===== config.mk =====
export PLATFORM = sky130hd
export DESIGN_NAME = uart_rx_fsm
export DESIGN_NICKNAME = d
export VERILOG_FILES = /design/src/rtl/uart_pkg.sv /design/src/rtl/uart_rx_sampler.sv /design/src/rtl/uart_rx_fsm.sv
export SDC_FILE = /design/constraint.sdc
export NUM_CORES = 1
export LEC_CHECK = 0
export ABC_CLOCK_PERIOD_IN_PS = 4100
export CAP_MARGIN = 40
export CORE_UTILIZATION = 60
export DETAILED_ROUTE_END_ITERATION = 8
export PLACE_DENSITY = 0.89
export SLEW_MARGIN = 20
export SYNTH_ARGS = -nofsm -noshare
export SYNTH_HDL_FRONTEND = slang
export SYNTH_SLANG_ARGS = --single-unit

===== constraint.sdc =====
create_clock -name clk -period 4.1 [get_ports clk]
set_input_delay 0.615 -clock clk [delete_from_list [all_inputs] [get_ports clk]]
set_output_delay 0.615 -clock clk [all_outputs]
set_load 0.02 [all_outputs]

===== src/rtl/uart_pkg.sv =====
// ----------------------------------------------------------------------------
// uart_pkg
// Declarations shared by the UART blocks.
//   rx_state_e : receive FSM state encoding (3 bits)
//   PAR_EVEN / PAR_ODD : parity-type select values, shared with the TX side
//   maj3       : 2-of-3 majority vote, used for oversampled bit decisions
// ----------------------------------------------------------------------------
package uart_pkg;

   typedef enum logic [2:0] {
      RX_IDLE   = 3'd0,
      RX_START  = 3'd1,
      RX_DATA   = 3'd2,
      RX_PARITY = 3'd3,
      RX_STOP   = 3'd4
   } rx_state_e;

   localparam logic PAR_EVEN = 1'b0;
   localparam logic PAR_ODD  = 1'b1;

   function automatic logic maj3(input logic a, input logic b, input logic c);
      return (a & b) | (a & c) | (b & c);
   endfunction

endpackage


===== src/rtl/uart_rx_sampler.sv =====
// ----------------------------------------------------------------------------
// uart_rx_sampler
// Takes three samples of RX_IN around the middle of each bit period and
// presents their majority.
//   clk, rst    : clock, asynchronous active-high reset
//   edge_cnt    : position within the current bit (0..PRESCALE-1)
//   RX_IN       : serial line, synchronous to clk
//   sampled_bit : 2-of-3 majority of the three mid-bit samples; only
//                 meaningful while sample_done is high
//   sample_done : high during the cycle of the third sample
// ----------------------------------------------------------------------------
module uart_rx_sampler
   import uart_pkg::*;
#(
   parameter int unsigned PRESCALE = 8
) (
   input  logic                        clk,
   input  logic                        rst,
   input  logic [$clog2(PRESCALE)-1:0] edge_cnt,
   input  logic                        RX_IN,
   output logic                        sampled_bit,
   output logic                        sample_done
);

   localparam int unsigned CW = $clog2(PRESCALE);
   localparam logic [CW-1:0] E_FIRST = CW'(PRESCALE / 2 - 1);
   localparam logic [CW-1:0] E_MID   = CW'(PRESCALE / 2);
   localparam logic [CW-1:0] E_LAST  = CW'(PRESCALE / 2 + 1);

   logic s0;
   logic s1;

   always_ff @(posedge clk or posedge rst) begin
      if (rst) begin
         s0 <= 1'b1;
         s1 <= 1'b1;
      end else begin
         if (edge_cnt == E_FIRST) s0 <= RX_IN;
         if (edge_cnt == E_MID)   s1 <= RX_IN;
      end
   end

   // Third sample is taken live so the vote is ready in the same cycle.
   assign sample_done = (edge_cnt == E_LAST);
   assign sampled_bit = maj3(s0, s1, RX_IN);

endmodule


===== src/rtl/uart_rx_fsm.sv =====
// ----------------------------------------------------------------------------
// uart_rx_fsm
// UART receive controller: start-bit detection with glitch rejection,
// majority-voted data bits (LSB first), optional parity and stop check.
//   clk, rst   : clock, asynchronous active-high reset
//   RX_IN      : serial line (idles high), synchronous to clk
//   PAR_EN     : a parity bit follows the data bits (latched per frame)
//   PAR_TYP    : 0 even, 1 odd parity (latched per frame)
//   P_DATA     : last good received word, held until the next good frame
//   data_valid : one-cycle pulse, P_DATA updated this cycle
//   par_err    : one-cycle pulse, parity mismatch
//   stp_err    : one-cycle pulse, stop bit sampled low
//   rx_busy    : high whenever the FSM is not idle
// ----------------------------------------------------------------------------
module uart_rx_fsm
   import uart_pkg::*;
#(
   parameter int unsigned PRESCALE   = 8,
   parameter int unsigned DATA_WIDTH = 8
) (
   input  logic                  clk,
   input  logic                  rst,
   input  logic                  RX_IN,
   input  logic                  PAR_EN,
   input  logic                  PAR_TYP,
   output logic [DATA_WIDTH-1:0] P_DATA,
   output logic                  data_valid,
   output logic                  par_err,
   output logic                  stp_err,
   output logic                  rx_busy
);

   localparam int unsigned CW = $clog2(PRESCALE);
   localparam int unsigned BW = (DATA_WIDTH > 1) ? $clog2(DATA_WIDTH) : 1;
   localparam logic [CW-1:0] E_END    = CW'(PRESCALE - 1);
   localparam logic [BW-1:0] LAST_BIT = BW'(DATA_WIDTH - 1);

   rx_state_e             state;
   logic [CW-1:0]         edge_cnt;
   logic [BW-1:0]         bit_cnt;
   logic [DATA_WIDTH-1:0] shift_reg;
   logic                  par_en_l;
   logic                  par_typ_l;
   logic                  par_bad;
   logic                  bit_val;
   logic                  maj_bit;
   logic                  sample_done;
   logic                  bit_end;

   uart_rx_sampler #(
      .PRESCALE(PRESCALE)
   ) u_sampler (
      .clk        (clk),
      .rst        (rst),
      .edge_cnt   (edge_cnt),
      .RX_IN      (RX_IN),
      .sampled_bit(maj_bit),
      .sample_done(sample_done)
   );

   assign bit_end = (edge_cnt == E_END);
   assign rx_busy = (state != RX_IDLE);

   always_ff @(posedge clk or posedge rst) begin
      if (rst) begin
         state      <= RX_IDLE;
         edge_cnt   <= '0;
         bit_cnt    <= '0;
         shift_reg  <= '0;
         par_en_l   <= 1'b0;
         par_typ_l  <= PAR_EVEN;
         par_bad    <= 1'b0;
         bit_val    <= 1'b1;
         P_DATA     <= '0;
         data_valid <= 1'b0;
         par_err    <= 1'b0;
         stp_err    <= 1'b0;
      end else begin
         data_valid <= 1'b0;
         par_err    <= 1'b0;
         stp_err    <= 1'b0;

         if (sample_done) bit_val <= maj_bit;

         if (state != RX_IDLE) edge_cnt <= bit_end ? '0 : edge_cnt + 1'b1;

         case (state)
            RX_IDLE: begin
               // The detection cycle is edge 0 of the start bit.
               if (!RX_IN) begin
                  state     <= RX_START;
                  edge_cnt  <= CW'(1);
                  bit_cnt   <= '0;
                  par_en_l  <= PAR_EN;
                  par_typ_l <= PAR_TYP;
                  par_bad   <= 1'b0;
                  shift_reg <= '0;
               end
            end
            RX_START: begin
               if (bit_end) state <= bit_val ? RX_IDLE : RX_DATA;
            end
            RX_DATA: begin
               if (bit_end) begin
                  shift_reg[bit_cnt] <= bit_val;
                  if (bit_cnt == LAST_BIT) begin
                     bit_cnt <= '0;
                     state   <= par_en_l ? RX_PARITY : RX_STOP;
                  end else begin
                     bit_cnt <= bit_cnt + 1'b1;
                  end
               end
            end
            RX_PARITY: begin
               if (bit_end) begin
                  par_bad <= bit_val != ((^shift_reg) ^ (par_typ_l == PAR_ODD));
                  state   <= RX_STOP;
               end
            end
            RX_STOP: begin
               if (bit_end) begin
                  state <= RX_IDLE;
                  if (!bit_val) stp_err <= 1'b1;
                  if (par_bad)  par_err <= 1'b1;
                  if (bit_val && !par_bad) begin
                     data_valid <= 1'b1;
                     P_DATA     <= shift_reg;
                  end
               end
            end
            default: state <= RX_IDLE;
         endcase
      end
   end

endmodule

Yosys cells after proc, flatten, opt, wreduce, memory -nomap -nowiden
Index checks and enable logic that the tools add are counted.
{"block": "classes", "shifts": 0, "addsub": 2, "n_eq_ne": 16, "n_reduce_logical": 13, "muxes": 35, "multipliers": 0, "n_div": 0, "bitwise_logic": 7, "order_cmp": 2}
{"operator": "2-to-1 mux 3 bit", "n": 14}
{"operator": "2-to-1 mux 8 bit", "n": 2}
{"operator": "one-hot mux 8 bit (2 select lines)", "n": 1}
{"operator": "== test 3 bit (second input constant)", "n": 5}
{"operator": "one-hot mux 3 bit (5 select lines)", "n": 1}
{"operator": "2-to-1 mux 1 bit", "n": 12}
{"operator": "!= test 2 bit (second input constant)", "n": 6}
{"operator": "== test 3 x 2 -> 1 bit (second input constant)", "n": 3}
{"operator": "AND reduction 3 bit", "n": 3}
{"operator": "bitwise mux 8 bit", "n": 1}
{"operator": "XOR reduction 8 bit", "n": 1}
{"operator": "adder 3 x 1 -> 3 bit (second input constant)", "n": 2}
{"operator": "one-hot mux 3 bit (2 select lines)", "n": 1}
{"operator": "AND reduction 6 bit", "n": 1}
{"operator": "less-than comparator 3 x 4 -> 1 bit (second input constant)", "n": 1}
{"operator": "nonzero test 2 bit", "n": 2}
{"operator": "bitwise AND 1 bit", "n": 3}
{"operator": "demux 1 bit (select 3 bit)", "n": 1}
{"operator": "== test 3 x 1 -> 1 bit (second input constant)", "n": 1}
{"operator": ">= comparator 3 x 1 -> 1 bit (second input constant)", "n": 1}
{"operator": "logical NOT 3 bit", "n": 1}
{"operator": "nonzero test 3 bit", "n": 1}
{"operator": "logical AND 1 bit", "n": 2}
{"operator": "2-to-1 mux 2 bit", "n": 1}
{"operator": "7 further kinds", "n": 8}
{"block": "totals", "mem_bits_ro": 0, "mem_count": 0, "latchBits": 0, "mem_bits_rw": 0, "input_bits": 5, "reg_bits": 34}

Longest topological paths before layout
{"block": "depth", "depth_word": 7, "ltp_mapped": 7, "ltp_nobuf": 6}

Modules after synthesis
A second synthesis with hierarchy kept.
{"block": "hier_totals", "cells_unflattened": 156, "hier_area_um2": 1704.1}
{"module": "uart_rx_fsm", "area_per_inst_um2": 1581.5, "cells_per_inst": 147, "n_inst": 1}
{"module": "uart_rx_sampler", "area_per_inst_um2": 122.6, "cells_per_inst": 9, "n_inst": 1}

Worst setup path after synthesis
Ideal clock, no wire load.
{"block": "synth_path", "path_kind": "reg-to-reg", "startpoint": "reg edge_cnt[0]", "endpoint": "reg state[1]", "path_stages_with_launch": 7, "n_path_buf": 0, "setup_slack_ps": 2245, "t_arrival_ps": 1724, "period_less_slack_ps": 1855, "cell_sequence": "dfrtp_1 > ha_1 > ha_1 > and2_1 > a2111oi_4 > nand4bb_1 > o211ai_1"}
{"block": "synth_between", "elab_chain_cells": 3}
{"item": "from (decl)", "line_no": "uart_rx_fsm.sv:39", "source": "logic [CW-1:0] edge_cnt;"}
{"item": "from (signal assigned)", "line_no": "uart_rx_fsm.sv:85", "source": "if (state != RX_IDLE) edge_cnt <= bit_end ? '0 : edge_cnt + 1'b1;"}
{"item": "== test 3 bit (*)", "line_no": "uart_rx_fsm.sv:61", "source": "assign bit_end = (edge_cnt == E_END);"}
{"item": "!= test 2 bit (no source line)"}
{"item": "AND reduction 6 bit (no source line) (*)"}
{"item": "to (signal assigned)", "line_no": "uart_rx_fsm.sv:101", "source": "if (bit_end) state <= bit_val ? RX_IDLE : RX_DATA;"}
{"item": "to (signal assigned)", "line_no": "uart_rx_fsm.sv:108", "source": "state <= par_en_l ? RX_PARITY : RX_STOP;"}
{"item": "to (decl)", "line_no": "uart_rx_fsm.sv:38", "source": "rx_state_e state;"}
Mark *: on every way between the ends. The rest lies on a longest branch, timed or not.
A chain may end at the register's enable or synchronous reset.

Final worst setup path
{"block": "layout_path", "startpoint": "reg state[2]", "endpoint": "out rx_busy"}
{"block": "layout_between", "elab_chain_cells": 1}
{"item": "nonzero test 3 bit", "line_no": "uart_rx_fsm.sv:62", "source": "assign rx_busy = (state != RX_IDLE);"}
{"item": "to (decl)", "line_no": "uart_rx_fsm.sv:30", "source": "output logic rx_busy"}
No other way between the ends.

==> impl_metrics.csv <==
group,metric,value,unit
grt,overflow,0,
synthesis,yosys_most_used_dff,"dfrtp_1",
synthesis,synth.area.top_cells,"dfrtp_1 (43%), mux2_2 (6.9%), ha_1 (5.6%)",
clocking,cts_made_buffers,5,
setup_path,crit_type,"reg -> out",
layout,drive_gt1_share,16.9,%
synthesis,synthAdderAreaFrac,5.61,%
synthesis,synth_common_cells,"dfrtp_1 (31), nand2_1 (16), inv_1 (15), mux2_2 (11), nor2_1 (10)",
setup_path,rrSetupSlack,1880,ps
layout,nFillCells,208,
clocking,worstSkewPairLatency,340,ps
grt,grt_pass1_vias,1237,
clocking,clock_path_buffers,2,
power_and_ir_drop,intPower,696,µW
clocking,cts_resized,0,
route,first_pass_iters,4,
setup_path,cp_slowest_stage_delay,670,ps
setup_path,rr_worst_depth,6,
clocking,htree_levels,2,
synthesis,ys_ff_latch,34,
timing,setup_viol,0,
power_and_ir_drop,pwr-share-comb,35.6,%
clocking,cts_hold_buf,0,
floorplanning,initial_utilization,64.2,%
placement,routabilityCongestion,0.774,
timing,min_period_over_period,68.9,%
route,drc,0,
timing,clock_skew,7.30,ps
setup_path,path_delay_family,"simple AND/OR/NAND/NOR gates",
layout,nets,195,
timing,hold_violations,0,
setup_path,timing.rr.start,"edge_cnt[0]$_DFF_PP0_",
floorplanning,rows,19,
power_and_ir_drop,swShare,39.1,%
floorplanning,design.core.area,2780,µm²
floorplanning,fp.dieArea,3200,µm²
setup_path,critPathSlowestCell,"nor3_1",
route,viasPerCell,6.01,
floorplanning,die-width,56.6,µm
route,wl,3.38,mm
grt,grtUsageTotal,24.8,%
clocking,cts_setup_buffers,0,
setup_path,cp_num_buf_inv,2,
setup_path,startpoint_type,"flip-flop",
power_and_ir_drop,power_frac_clock,17.3,%
placement,io_buffers,16,
timing,worstMarginPinSlew,829,ps
power_and_ir_drop,irDropWorstVdd,0.479,mV
timing,drv_slew,0,
synthesis,synth_compound_area_share,13.6,%
synthesis,ys_seq_area_share,47.9,%
synthesis,ys_async_sr_fraction,100,%
clocking,root_buffer,"clkbuf_4",
synthesis,synth_most_common_cell,"dfrtp_1",
synthesis,synth_edf_count,0,
clocking,cts.clk_slew.worst_paths,110,ps
power_and_ir_drop,switchingPower,447,µW
hold_path,whs_path_depth,1,
power_and_ir_drop,power_density,571,nW/µm²
route,drt_first_iter_violations,50,
setup_path,required,3480,ps
synthesis,postSynthCellCount,167,
grt,antenna_found_initial,0,
hold_path,holdCritPathClass,"reg -> reg",
setup_path,cp_cell_sequence,"nor3_1, inv_1, clkdlybuf4s50_1",
synthesis,synth_area,1790,µm²
timing,rsz0062_at_grt,"no",
timing,slew_headroom,44.4,%
placement,dp_hpwl,2.48,mm
clocking,cts_tree,"done",
layout,diodes,0,
route,via_count,1286,
synthesis,synthDominantCellAreaShare,43.4,%
grt,grt_pass1_wl,5.85,mm
setup_path,cp_data_arrival_time,2210,ps
placement,place_inst,206,
synthesis,ys_types,40,
run,cap_viol_max_count,0,
route,postRouteAntennaNets,0,
synthesis,synth_top_family_by_area,"simple AND/OR/NAND/NOR gates",
floorplanning,die_h,56.6,µm
floorplanning,io_pins,17,
synthesis,synth_fp_nets,180,
power_and_ir_drop,p_leak,0.909,nW
timing,max_freq,354,MHz
layout,area_delta_synth_final,12.1,%
synthesis,ys_warn_count,0,
setup_path,startpoint,"state[2]$_DFFE_PP0P_",
layout,final_cells,214,
clocking,cts.sinks,34,
synthesis,yosys.area_share.simple,15.1,%
synthesis,synthXorXnorAreaFrac,4.70,%
timing,fin_crit,2830,ps
hold_path,worst_hold_startpoint,"P_DATA[6]$_DFFE_PP0P_",
route,wl_per_cell,15.8,µm
power_and_ir_drop,pwr-share-seq,47.1,%
timing,whs,515,ps
setup_path,r2r-end,"shift_reg[3]$_DFFE_PP0P_",
hold_path,min_to,"P_DATA[6]$_DFFE_PP0P_",
outcome,status,"finished, final reports clean",
synthesis,syn_area_per_cell,10.7,µm²
synthesis,synth_top_area_cell,"dfrtp_1",
synthesis,synthMuxAreaShare,6.94,%
grt,grt_max_degree,33,
timing,finalSetupTns,0,ps
setup_path,crit_path_end_kind,"primary output",
setup_path,cp_max_fo,10,
-- power groups by stage --
stage | Clock (mW) | Sequential [mW] | Combinational (mW)
floorplan | 0 | 0.468 | 0.396
global placement | 0 | 0.534 | 0.372
detailed placement | 0 | 0.543 | 0.406
CTS | 0.204 | 0.537 | 0.410
global route | 0.220 | 0.550 | 0.451
finish | 0.198 | 0.539 | 0.407
-- layer usage --
metal	up-vias	global-route usage [%]	wire, µm	part of all wire, %
met4	0	11.5	79	2.3
li1	607	-	-	-
met2	42	39.0	1740	51
met3	9	7.14	205	6.1
met5	-	0	0	0
met1	628	31.4	1360	40
-- worst max-delay path by stage --
stage	end	slack (ps)	cells after the start
3_3_place_gp	rx_busy	1760	3
2_1_floorplan	state[1]$_DFFE_PP0P_	2250	6
6_report	rx_busy	1270	3
5_1_grt	rx_busy	1160	3
3_5_place_dp	bit_cnt[2]$_DFFE_PP0P_	1630	4
4_1_cts	rx_busy	1290	3
-- cell families (layout without fill, tap and decap cells) --
| kind of cell | after synthesis | count (layout) |
|---|---|---|
| XOR/XNOR | 8 | 8 |
| AO/OA/AOI/OAI | 35 | 35 |
| adder cells (fa/ha/maj) | 8 | 8 |
| AND/OR/NAND/NOR | 47 | 47 |
| flip-flops | 34 | 34 |
| buffers and inverters | 24 | 40 |
| multiplexers | 11 | 11 |
-- cell type report --
| type | instances | area, µm² | share of cell area [%] |
|---|---|---|---|
| Inverter | 15 | 56.3 | 2.81 |
| Sequential cell | 34 | 855 | 42.7 |
| Clock inverter | 2 | 12.5 | 0.625 |
| Tap cell | 31 | 38.8 | 1.94 |
| Multi-Input combinational cell | 109 | 821 | 41.0 |
| Clock buffer | 6 | 51.3 | 2.56 |
| Timing Repair Buffer | 17 | 168 | 8.38 |
-- metrics by stage --
stage	setup WS [ps]	cell area (µm²)	power, mW	util [%]
after global routing	1160	2000	1.22	72.0
after global placement	1760	1940	0.907	69.7
after floorplan	2250	1790	0.864	-
final	1270	2000	1.14	72.0
after detailed placement	1630	1940	0.949	69.7
after CTS	1290	2000	1.15	72.0
-- layout by cell type (no fill, tap or decap), drive strengths merged, types with 3 or more instances in the layout --
cell type / synthesis / final
o22ai: 8 / 8
nand2b: 3 / 3
nor2: 11 / 11
clkdlybuf4s50: 0 / 16
nand3: 4 / 4
o21ai: 8 / 8
clkbuf: 2 / 6
ha: 8 / 8
nand3b: 3 / 3
xnor2: 7 / 7
dfrtp: 31 / 31
nand2: 16 / 16
mux2: 11 / 11
dfstp: 3 / 3
a21oi: 9 / 9
inv: 15 / 15
No activity file was read; power rests on OpenSTA's default activity.
==> variant 1: new RTL, same flow settings <==
Put one more register stage on the output `data_valid`, with the module's reset. The value now appears one clock later. The other outputs are not delayed to match. Comments in the files are not updated.
--- a/src/rtl/uart_rx_fsm.sv
+++ b/src/rtl/uart_rx_fsm.sv
@@ -36,2 +36,4 @@
    localparam logic [BW-1:0] LAST_BIT = BW'(DATA_WIDTH - 1);
+
+   logic data_valid_s0;
 
@@ -74,3 +76,3 @@
          P_DATA     <= '0;
-         data_valid <= 1'b0;
+         data_valid_s0 <= 1'b0;
          par_err    <= 1'b0;
@@ -78,3 +80,3 @@
       end else begin
-         data_valid <= 1'b0;
+         data_valid_s0 <= 1'b0;
          par_err    <= 1'b0;
@@ -125,3 +127,3 @@
                   if (bit_val && !par_bad) begin
-                     data_valid <= 1'b1;
+                     data_valid_s0 <= 1'b1;
                      P_DATA     <= shift_reg;
@@ -135,2 +137,10 @@
 
+   always_ff @(posedge clk or posedge rst) begin
+      if (rst) begin
+         data_valid <= '0;
+      end else begin
+         data_valid <= data_valid_s0;
+      end
+   end
+
 endmodule
Function: no difference found for any inputs over 10 cycles, from zero or initial values and one cycle with rst high; that may be too few to reach the edited logic, so the function may still have changed.
==> variant 1 against the original RTL <==
Cell area up 2.4%. Wire length down 7.0%. Die area up 0.74%. Clock skew up 4.2 ps. Sequential cell count up 1. Power up 5.2%. Register-to-register slack better by 250 ps. Count of clock-buffer cells in the layout unchanged. Worst setup slack better by 220 ps. Area after synthesis up 0.77%. Largest cell class unchanged.
==> variant 1: results (changes against the original RTL) <==
* Int Pwr at 0.000763 W (was 0.000696 W)
* Wirelength, routed at 3140 um (was 3380 um)
* Vias/cell at 6.01 (about the same)
* RR Endpoint: shift_reg[5] (was shift_reg[3])
* Placement Cell Area at 1960 um^2 (was 1940 um^2)
* Fin nets at 191 (was 195)
* Synthesized net count at 175 (was 180)
* WHS Endpoint: data_valid (was P_DATA[6])
* Met1 WL at 1420 um (was 1360 um)
* Worst vdd ir at 407 uV (was 479 uV)
* Largest net degree at the start of global routing at 36 (was 33)
* Ranking of synthesized cells by area: dfrtp_1, mux2_2, ha_1 (unchanged)
* Hold path cells at 0 (was 1)
* Vias in the first global route at 1146 (was 1237)
* Routed wl met3 at 138 um (was 205 um)
* Transition time of the tightest slew-check pin at 429 ps (was 829 ps)
* Worst EP arrival at 1990 ps (was 2210 ps)
* First-pass GRT wire length at 5280 um (was 5850 um)
* Sequential area share after synthesis at 48.9% (was 47.9%)
* Cell count after synthesis at 162 (was 167)
* Grt met3 use at 5.53% (was 7.14%)
* Most common library cells after synthesis: dfrtp_1, o21ai_0, mux2_2 (was dfrtp_1, nand2_1, inv_1)
* Status: finished, final reports clean (unchanged)
* Fill count at 204 (was 208)
* Layout area overhead at 14.0% (was 12.1%)
* Share of layout cells above drive strength 1 at 16.8% (was 16.9%)
* Total power at 0.00120 W (was 0.00114 W)
* Netlist cell types at 45 (was 40)
* Sequential share of power at 44.1% (was 47.1%)
* Slowest stage delay, CP at 600 ps (was 670 ps)
* Comb group at 0.000414 W (was 0.000407 W)
* Met2 WL post-DR at 1530 um (was 1740 um)
* GR Util met2 at 35.7% (was 39.0%)
* Hold path startpoint: data_valid_s0 (was P_DATA[6])
* R2R Setup Slk at 2130 ps (was 1880 ps)
* WHS at 362 ps (was 515 ps)
* Slowest CP cell: clkdlybuf4s50_1 (was nor3_1)
* Peak Freq at 383 MHz (was 354 MHz)
* Dpl cells at 202 (was 206)
* GP Congestion at 0.822 (was 0.774)
[variant 1: cell type report]
class | instances | share of cell area, %
Clock buffer | 6 | 2.50
Clock inverter | 2 | 1.71
Inverter | 10 | 1.83
Multi-Input combinational cell | 109 | 41.0
Sequential cell | 35 | 42.9
Tap cell | 31 | 1.89
Timing Repair Buffer | 17 | 8.18
[variant 1: cell families after synthesis]
kind of cell / after synthesis / share of synthesized area [%]
xor gates and xnor gates: 8 / 4.66
adders and majority gates: 8 / 5.56
and+or+nand+nor: 42 / 14.8
AOI/OAI and AO/OA: 40 / 14.8
buffers and inverters: 18 / 4.38
DFF: 35 / 48.9
muxes: 11 / 6.88
[variant 1: critical path: cells and delay by family (launching register included)]
kind                   cells  cell delay, ps
buffers and inverters      1             600
DFF                        1             510
and+or+nand+nor            1             540
==> variant 2: new RTL, config.mk and constraints unchanged <==
Without the edit above. `PRESCALE` is set to 8 in 2 places; all go to 16.
--- a/src/rtl/uart_rx_sampler.sv
+++ b/src/rtl/uart_rx_sampler.sv
@@ -14,3 +14,3 @@
 #(
-   parameter int unsigned PRESCALE = 8
+   parameter int unsigned PRESCALE = 16
 ) (
--- a/src/rtl/uart_rx_fsm.sv
+++ b/src/rtl/uart_rx_fsm.sv
@@ -17,3 +17,3 @@
 #(
-   parameter int unsigned PRESCALE   = 8,
+   parameter int unsigned PRESCALE   = 16,
    parameter int unsigned DATA_WIDTH = 8
Behaviour: not the same (Yosys sat finds a counterexample within 10 cycles, from zero or initial values and one cycle with rst high).
==> variant 2 against the original RTL <==
Maximum frequency grew 7.7%. Wire length shrank 2.6%. Count of clock-buffer cells in the layout is the same. Worst setup slack gained 200 ps. First-iteration DRC count grew 38%. Sequential cell count grew 1. Area after synthesis shrank 0.56%. Cell area grew 0.56%. Power grew 12%. Largest cell class unchanged. Highest routed layer unchanged.
==> variant 2: results (changes against the original RTL) <==
* Status: finished, final reports clean (unchanged)
* Worst r2r src: edge_cnt[0] (unchanged)
* Buffers on Ports at 16 (unchanged)
* Hold path startpoint: P_DATA[3] (was P_DATA[6])
* Post-synthesis xor/xnor area fraction at 4.72% (was 4.70%)
* Hold WC Path Type: flop to flop (unchanged)
* Netlist cell types at 43 (was 40)
* Drt first-iter violations at 69 (was 50)
* Worst EP arrival at 2010 ps (was 2210 ps)
* Fin nets at 186 (was 195)
* Post-CTS sizing at 0 (unchanged)
* Initial antenna violation count at 0 (unchanged)
* Worst Setup Start Kind: flop (unchanged)
* Post-synthesis mux area share at 7.61% (was 6.94%)
* R2R Setup Slk at 1930 ps (was 1880 ps)
* Launch point of the worst path: state[2] (unchanged)
* Relative slew slack at 44.9% (was 44.4%)
* Slowest stage delay, CP at 590 ps (was 670 ps)
* Total CTS buffers at 5 (unchanged)
* Largest net degree at the start of global routing at 36 (was 33)
* Clk_skew at 4.27 ps (was 7.30 ps)
* Synthesized net count at 174 (was 180)
* WHS Endpoint: P_DATA[3] (was P_DATA[6])
* Vias/cell at 6.32 (was 6.01)
* Cell depth of the worst flop-to-flop path at 5 (was 6)
* Ant diodes at 0 (unchanged)
* Syn. warnings at 0 (unchanged)
* Max Buffers Root-to-Sink at 2 (unchanged)
* Worst-path clk slew at roughly 100 ps
* Wire per inst at 15.8 um (about the same)
* Slowest CP cell: clkdlybuf4s50_1 (was nor3_1)
* Sequential area share after synthesis at 49.5% (was 47.9%)
* Vias in the first global route at 1241 (was 1237)
* RR Endpoint: shift_reg[1] (was shift_reg[3])
* Clock latency on the worst-skew pair at between 300 and 400 ps
* Worst vdd ir at 613 uV (was 479 uV)
* Most common library cells after synthesis: dfrtp_1, o21ai_0, mux2_2 (was dfrtp_1, nand2_1, inv_1)
* DP HPWL at 2310 um (was 2480 um)
* Ranking of synthesized cells by area: dfrtp_1, mux2_2, o21ai_0 (was dfrtp_1, mux2_2, ha_1)
* Drt first pass iters at 4 (unchanged)
* Final setup vio count at 0 (unchanged)
* GP Congestion at 0.788 (was 0.774)
* First-pass GRT wire length at 5870 um (was 5850 um)
* LEAKAGE at 0.909 nW (about the same)
* CTS root buffer: clkbuf_4 (unchanged)
* Share of layout cells above drive strength 1 at 16.9% (about the same)
* Synth Area in Adders at 3.52% (was 5.61%)
* Compound-cell area share of the yosys netlist at 15.1% (was 13.6%)
* All-layer global routing usage at 24.4% (was 24.8%)
* CP max FO at 11 (was 10)
* Htree depth at 2 (unchanged)
* Hold path cells at 1 (unchanged)
* Post-CTS Setup Bufs at 0 (unchanged)
* Async S/R FF share, synth at 100% (unchanged)
-- variant 2: worst max path at each step --
stage	slack, ps	cells after the start	endpoint
floorplan	2330	6	shift_reg[0]
global route	1420	2	rx_busy
finish	1480	2	rx_busy
global placement	1790	5	shift_reg[3]
detailed placement	1640	5	shift_reg[1]
CTS	1490	2	rx_busy
-- variant 2: final cells by class --
| type | instances | area [um^2] |
|---|---|---|
| multi-input cells | 110 | 800 |
| well taps | 31 | 38.8 |
| flip-flops and latches | 35 | 880 |
| clock inverters | 2 | 60.1 |
| fillers | 199 | 768 |
| inverters | 7 | 26.3 |
| clock buffers | 6 | 41.3 |
| repair buffers | 17 | 168 |
-- variant 2: through the flow --
stage / instance area [um^2] / setup WS (ps) / hold slack (ps) / std cells / utilization, %
4_1_cts: 2010 / 1490 / 521 / 208 / 72.4
3_3_place_gp: 1910 / 1790 / 486 / 200 / 68.7
6_report: 2010 / 1480 / 518 / 208 / 72.4
5_1_grt: 2010 / 1420 / 532 / 208 / 72.4
3_5_place_dp: 1910 / 1640 / 499 / 200 / 68.7
2_1_floorplan: 1780 / 2330 / 484 / 164 / -
-- variant 2: logic make-up (layout without fill, tap and decap cells) --
logic type | after synthesis | after routing
compound gates | 43 | 43
simple gates | 42 | 42
flops | 35 | 35
buf+inv | 19 | 32
mux | 12 | 12
xor+xnor | 8 | 8
fa+ha+maj | 5 | 5
-- variant 2: critical path: cells and delay by family (launching register included) --
kind / cells / cell delay (ps)
flip-flops: 1 / 520
buffers and inverters: 1 / 590
AND/OR/NAND/NOR: 1 / 550
-- variant 2: per-layer routing --
metal  track usage, %  wire length, um  up-vias
met2             37.1             1620       41
met1             32.7             1420      654
met4             13.6               78        0
met5                0                0        -
li1                 -                -      610
met3             5.30              176       10
-- variant 2: report_power, final --
| group | leakage, nW | switching [W] | internal (W) | total, W |
|---|---|---|---|---|
| logic | 0.399 | 0.000182 | 0.000211 | 0.000393 |
| registers | 0.457 | 0.000134 | 0.000448 | 0.000582 |
| clock network | 0.0525 | 0.000117 | 0.000190 | 0.000307 |
| total | 0.909 | 0.000433 | 0.000849 | 0.00128 |
